## src/rtl/delta_pe_array.sv

```systemverilog
`default_nettype none
// delta_pe_array: LANES signed accumulators sharing one MULT/DELTA/CLEAR/FLUSH command stream,
// results emitted on a registered valid/ready port. Define DELTA_PE_SATURATE_EN to clamp DELTA sums.
// Revision: 1.0
module delta_pe_array #(
    parameter int LANES       = 4,
    parameter int BIN_LEN     = 8,
    parameter int DELTA_LEN   = 4,
    parameter int OUT_BIN_LEN = 24
) (
    input  logic                           clk,
    input  logic                           rst_n,
    input  logic                           i_in_valid,
    output logic                           o_in_ready,
    input  logic [1:0]                     i_in_op,
    input  logic [LANES-1:0]               i_lane_en,
    input  logic [LANES*BIN_LEN-1:0]       i_input_val,
    input  logic [LANES*BIN_LEN-1:0]       i_weight_val,
    input  logic [LANES*DELTA_LEN-1:0]     i_delta_val,
    output logic                           o_out_valid,
    input  logic                           i_out_ready,
    output logic [LANES*OUT_BIN_LEN-1:0]   o_out_vals,
    output logic [7:0]                     o_op_count,
    output logic [LANES-1:0]               o_overflow
);

    localparam int c_PROD_LEN = 2 * BIN_LEN;
    localparam int c_TERM_LEN = OUT_BIN_LEN + 2**DELTA_LEN - 1;
    localparam int c_SUM_LEN  = c_TERM_LEN + 1;

    localparam logic [1:0] c_OP_MULT  = 2'd0;
    localparam logic [1:0] c_OP_DELTA = 2'd1;
    localparam logic [1:0] c_OP_CLEAR = 2'd2;
    localparam logic [1:0] c_OP_FLUSH = 2'd3;

    typedef enum logic [0:0] {
        S_EMPTY  = 1'b0,
        S_ACTIVE = 1'b1
    } state_t;

    state_t                               r_state;
    logic [LANES-1:0][OUT_BIN_LEN-1:0]    r_acc;
    logic [LANES-1:0][OUT_BIN_LEN-1:0]    r_out_vals;
    logic                                 r_out_valid;
    logic [7:0]                           r_op_count;
    logic [LANES-1:0]                     r_overflow;

    logic [LANES-1:0][OUT_BIN_LEN-1:0]    w_mult_acc;
    logic [LANES-1:0][OUT_BIN_LEN-1:0]    w_delta_acc;
    logic [LANES-1:0]                     w_delta_ovf;
    logic                                 w_accept;

    assign o_in_ready  = !r_out_valid || i_out_ready;
    assign w_accept    = i_in_valid && o_in_ready;
    assign o_out_valid = r_out_valid;
    assign o_out_vals  = r_out_vals;
    assign o_op_count  = r_op_count;
    assign o_overflow  = r_overflow;

    genvar gi;
    generate
        for (gi = 0; gi < LANES; gi++) begin : g_lane
            logic signed [BIN_LEN-1:0]    w_in;
            logic signed [BIN_LEN-1:0]    w_wt;
            logic        [DELTA_LEN-1:0]  w_sh;
            logic signed [c_PROD_LEN-1:0] w_prod;
            logic signed [c_TERM_LEN-1:0] w_term;
            logic signed [c_SUM_LEN-1:0]  w_sum;
            logic                         w_fits;

            assign w_in   = $signed(i_input_val[gi*BIN_LEN +: BIN_LEN]);
            assign w_wt   = $signed(i_weight_val[gi*BIN_LEN +: BIN_LEN]);
            assign w_sh   = i_delta_val[gi*DELTA_LEN +: DELTA_LEN];
            assign w_prod = c_PROD_LEN'(w_in) * c_PROD_LEN'(w_wt);
            assign w_term = c_TERM_LEN'(w_in) <<< w_sh;
            assign w_sum  = c_SUM_LEN'($signed(r_acc[gi])) + c_SUM_LEN'(w_term);
            // The sum fits when every bit above the output sign bit copies it.
            assign w_fits = (&w_sum[c_SUM_LEN-1:OUT_BIN_LEN-1]) | ~(|w_sum[c_SUM_LEN-1:OUT_BIN_LEN-1]);

            assign w_mult_acc[gi]  = OUT_BIN_LEN'(w_prod);
            assign w_delta_ovf[gi] = ~w_fits;
`ifdef DELTA_PE_SATURATE_EN
            localparam logic [OUT_BIN_LEN-1:0] c_ACC_MAX = {1'b0, {(OUT_BIN_LEN-1){1'b1}}};
            localparam logic [OUT_BIN_LEN-1:0] c_ACC_MIN = {1'b1, {(OUT_BIN_LEN-1){1'b0}}};
            assign w_delta_acc[gi] = w_fits ? w_sum[OUT_BIN_LEN-1:0]
                                   : (w_sum[c_SUM_LEN-1] ? c_ACC_MIN : c_ACC_MAX);
`else
            assign w_delta_acc[gi] = w_sum[OUT_BIN_LEN-1:0];
`endif
        end
    endgenerate

    always_ff @(posedge clk or negedge rst_n) begin
        if (!rst_n) begin
            r_state     <= S_EMPTY;
            r_acc       <= '0;
            r_out_vals  <= '0;
            r_out_valid <= 1'b0;
            r_op_count  <= 8'd0;
            r_overflow  <= '0;
        end else begin
            if (r_out_valid && i_out_ready) begin
                r_out_valid <= 1'b0;
            end
            if (w_accept) begin
                case (i_in_op)
                    c_OP_MULT: begin
                        for (int l = 0; l < LANES; l++) begin
                            if (i_lane_en[l]) r_acc[l] <= w_mult_acc[l];
                        end
                        r_op_count <= 8'd1;
                        r_state    <= S_ACTIVE;
                    end
                    c_OP_DELTA: begin
                        for (int l = 0; l < LANES; l++) begin
                            if (i_lane_en[l]) begin
                                r_acc[l] <= w_delta_acc[l];
                                if (w_delta_ovf[l]) r_overflow[l] <= 1'b1;
                            end
                        end
                        if (r_op_count != 8'hFF) r_op_count <= r_op_count + 8'd1;
                        r_state <= S_ACTIVE;
                    end
                    c_OP_CLEAR: begin
                        for (int l = 0; l < LANES; l++) begin
                            if (i_lane_en[l]) begin
                                r_acc[l]      <= '0;
                                r_overflow[l] <= 1'b0;
                            end
                        end
                        r_op_count <= 8'd0;
                        // A partial clear leaves other lanes possibly non-zero.
                        if (&i_lane_en) r_state <= S_EMPTY;
                    end
                    default: begin
                        r_out_vals  <= r_acc;
                        r_out_valid <= 1'b1;
                        r_acc       <= '0;
                        r_overflow  <= '0;
                        r_op_count  <= 8'd0;
                        r_state     <= S_EMPTY;
                    end
                endcase
            end
        end
    end

endmodule
`default_nettype wire
```

## config.mk

```make
export PLATFORM = sky130hd
export DESIGN_NAME = delta_pe_array
export DESIGN_NICKNAME = d
export VERILOG_FILES = /design/src/rtl/delta_pe_array.sv
export SDC_FILE = /design/constraint.sdc
export NUM_CORES = 1
export LEC_CHECK = 0
export ABC_CLOCK_PERIOD_IN_PS = 6900
export CORE_ASPECT_RATIO = 0.8
export CORE_MARGIN = 1
export CORE_UTILIZATION = 45
export CTS_BUF_LIST = sky130_fd_sc_hd__clkbuf_2 sky130_fd_sc_hd__clkbuf_4 sky130_fd_sc_hd__clkbuf_8
export DETAILED_ROUTE_END_ITERATION = 8
export GPL_TIMING_DRIVEN = 0
export PLACE_DENSITY = 0.69
export SLEW_MARGIN = 20
export SYNTH_ARGS = -nofsm -noshare
export SYNTH_HDL_FRONTEND = slang
export SYNTH_SLANG_ARGS = --single-unit
```

## constraint.sdc

```tcl
create_clock -name clk -period 6.9 [get_ports clk]
set_input_delay 1.38 -clock clk [delete_from_list [all_inputs] [get_ports clk]]
set_output_delay 1.38 -clock clk [all_outputs]
set_load 0.02 [all_outputs]
```

==> results summary <==
The tightest hold path in the finished design has a slack of 0.473 ns. The final hold violation count came out at 0. The number of buffers created by CTS is 36. The worst pin sits at a relative slew slack of 27.5%.

The net count after synthesis is 3456. The I/O pin count came out at 200. The share of the yosys chip area belonging to registers is 21.0%. The via count of the first global-routing pass came out at 21400.

The final layout contains 3672 nets. The count of max-cap constraint violations came out at 0. The post-synthesis async set-or-reset flop share came out at 100%. After synthesis, the netlist uses 71 different library cells. The transition at the pin with the smallest max-transition slack is 1.09 ns. Entering global routing, the biggest net connects 94 pins. By instance count, the leading cell after synthesis is nand2_1.

After global routing, the most crowded layer is met2. The maximum fanout along the worst path came out at 10. The number of vias per cell after detailed routing is 5.56.

The number of enable-type register cells in the synthesized netlist came out at 0. On the final layout, the worst clock skew is 0.0360 ns. In this run the mean area of a mapped cell was 8.34 µm². The clock input transition at the sequential cells of the worst setup and hold paths is 0.06 ns. The cell count after synthesis is 2929. The final non-filler cell area is 27900 µm². For this run, the top clock speed supported by timing is 154 MHz. Setup repair after global routing left no endpoint under its margin. From synthesis to final layout, the design area changed by 14.4%. The wire length of the first global-routing pass came out at 114 mm.

The worst hold path belongs to the class reg -> reg. The library cell occupying the most area in the post-synthesis netlist is dfrtp_1. The tree is rooted in a clkbuf_8. The met3 usage in global routing came out at 5.32%. By area the synthesized netlist is led by dfrtp_1 (21%), fa_1 (18%), ha_1 (11%).

By count the netlist is led by nand2_1 (500), inv_1 (353), fa_1 (224). The HPWL after detailed placement is 56.6 mm. The run finished with clean final reports. The leakage power came out at 13.9 nW. The cell area after synthesis is 24400 µm². The number of failing setup endpoints in the final timing report is 0. Cells fill 52.7% of the core in the end.

The met2 capacity usage during global routing is 41.4%. The number of antenna violations at the first check in global routing came out at 6. The setup path with the least slack is of type in -> reg. The total length of routed wires is 71.1 mm. Across the VDD grid, the largest voltage drop is 0.171 mV. The share of the clock period used by the worst path is 94.3%. The worst setup path is captured at a flop. The final antenna-violating net count came out at 0. The die span in y is 210 µm. Once the clock tree was built, the setup fixing pass inserted 0 buffers. The die covers 55200 µm². The worst setup path is launched from an input pin. The die extent in x came out at 262 µm. The CTS sink count is 205.

The routed length per placed instance is 18.4 µm. The critical path data arrival time is 6.96 ns. The filler cell count in the final layout is 4900.

The fraction of layout cells with a size suffix above 1 came out at 3.28%. The most used flip-flop cell after synthesis is dfrtp_1. The placer congestion estimate is 0.935. The routed layout has 21500 vias. TritonCTS built the clock tree.

The initialized floorplan defines 75 standard-cell rows. The total power divided by cell area came out at 337 nW/µm². The H-tree depth came out at 2. The DRC marker count from the first detailed-route iteration is 1476. The final period demand of the worst path is 6.51 ns. The placed cell area came out at 27100 µm². The total overflow left after global routing is 0. The number of DRC violations after detailed routing came out at 0.

The initial utilization of the core area, before any placement, comes to 46.1%. The max-slew violation total from the final report came out at 0. The area of the core is 53000 µm². During synthesis, Yosys emitted a total of 0 warnings.

No sink is reached through more buffers than the 3 on the longest clock path. During placement, the flow inserted port buffers numbering 176. The met1 layer usage reported by global route came out at 36.1%. The first-pass iteration count of the detailed router is 5. The clock reaches the later pin of the worst-skew pair after 0.59 ns. The required time of the critical path is 7.35 ns. The total global routing track utilization came out at 25.9%. The number of register bits inferred by synthesis is 205. The share of the synthesized area in the top cell type came out at 21.0%.
## registers in the layout, summed over array words and instances, names as in the netlist
register and count:
o_overflow 4, o_out_vals 96, r_acc 96, o_op_count 8, o_out_valid 1
## timing repair
item | in CTS | in global routing
setup endpoints to repair | 0 | 25
hold endpoints to repair | 0 | 0
gates resized for setup | 0 | 11
hold buffers | 0 | 0
## per-layer routing
metal / vias to the layer above / routed length (µm) / share of wire [%]
met5: - / 59 / 0.083
met4: 10 / 1620 / 2.3
met3: 113 / 5380 / 7.6
met2: 765 / 31700 / 45
met1: 10500 / 32300 / 45
li1: 10100 / - / -
## power breakdown
part / switching [mW] / total [mW] / internal (mW)
logic: 3.51 / 6.15 / 2.64
registers: 0.367 / 1.96 / 1.59
clock network: 0.563 / 1.30 / 0.739
## cell usage in the layout, fill, tap and decap left out, drive strengths merged, types with 16 or more instances in the layout
cell and count:
nand2 500, inv 353, fa 224, ha 213, dfrtp 205, a21oi 187
clkdlybuf4s50 173, and2 172, nor2 169, clkbuf 155, o21ai 130, xnor2 97
mux2i 56, a21o 55, xor2 47, nor3 38, nand2b 30, nand3 30
a211oi 25, nor2b 24, and3 21, a221o 19, o21a 18, o21bai 18
o31ai 16
## logic make-up after synthesis
group / count (synthesis) / synth area share [%]
adder cells (fa/ha/maj): 437 / 29.3
flip-flops: 205 / 21.0
buffers and inverters: 467 / 7.18
AND/OR/NAND/NOR: 1012 / 18.8
AO/OA/AOI/OAI: 597 / 15.8
multiplexers: 67 / 2.80
XOR/XNOR: 144 / 5.16
## through the flow
stage	cells	worst slack, ns	total power, mW	setup TNS [ns]
2_1_floorplan	2929	0.996	6.27	0
3_3_place_gp	3798	-4.31	7.90	-883.95
3_5_place_dp	3800	-0.531	8.04	-9.75
4_1_cts	3862	0.0426	9.40	0
5_1_grt	3863	0.128	10.3	0
6_report	3863	0.390	9.41	0
## final cells by class
type                    count  area (µm²)  share of cell area [%]
diodes                      1        2.50                 0.00896
plain buffers             111         422                    1.51
clock buffers              52         672                    2.40
clock inverters            10         130                   0.466
inverters                 356        1340                    4.78
multi-input cells        2257       17600                    62.8
flip-flops and latches    205        5130                    18.4
well taps                 693         867                    3.10
repair buffers            178        1830                    6.54
## final timing paths
kind | slack (ns) | cells after the start | startpoint | endpoint
min in group asynchronous | 0.66 | 1 | rst_n | r_acc[66]
max reg2reg | 3.57 | 11 | r_acc[72] | r_acc[92]
max | 0.39 | 16 | i_input_val[15] | r_acc[47]
min | 0.47 | 2 | o_out_vals[68] | o_out_vals[68]
min reg2reg | 0.47 | 2 | o_out_vals[68] | o_out_vals[68]
max in group asynchronous | 5.04 | 3 | rst_n | r_acc[13]
## worst max-delay path, cell delays in order
cell and delay [ns]:
clkdlybuf4s50_1 0.75, clkbuf_2 0.32, and2_1 0.28, fa_1 0.50, inv_1 0.19, fa_1 0.46
fa_1 0.49, inv_1 0.05, fa_1 0.44, ha_1 0.20, or3_1 0.42, a2111oi_1 0.48
o41ai_1 0.21, xnor2_1 0.36, nor3_2 0.14, a221o_1 0.28
No activity file was read; power rests on OpenSTA's default activity.
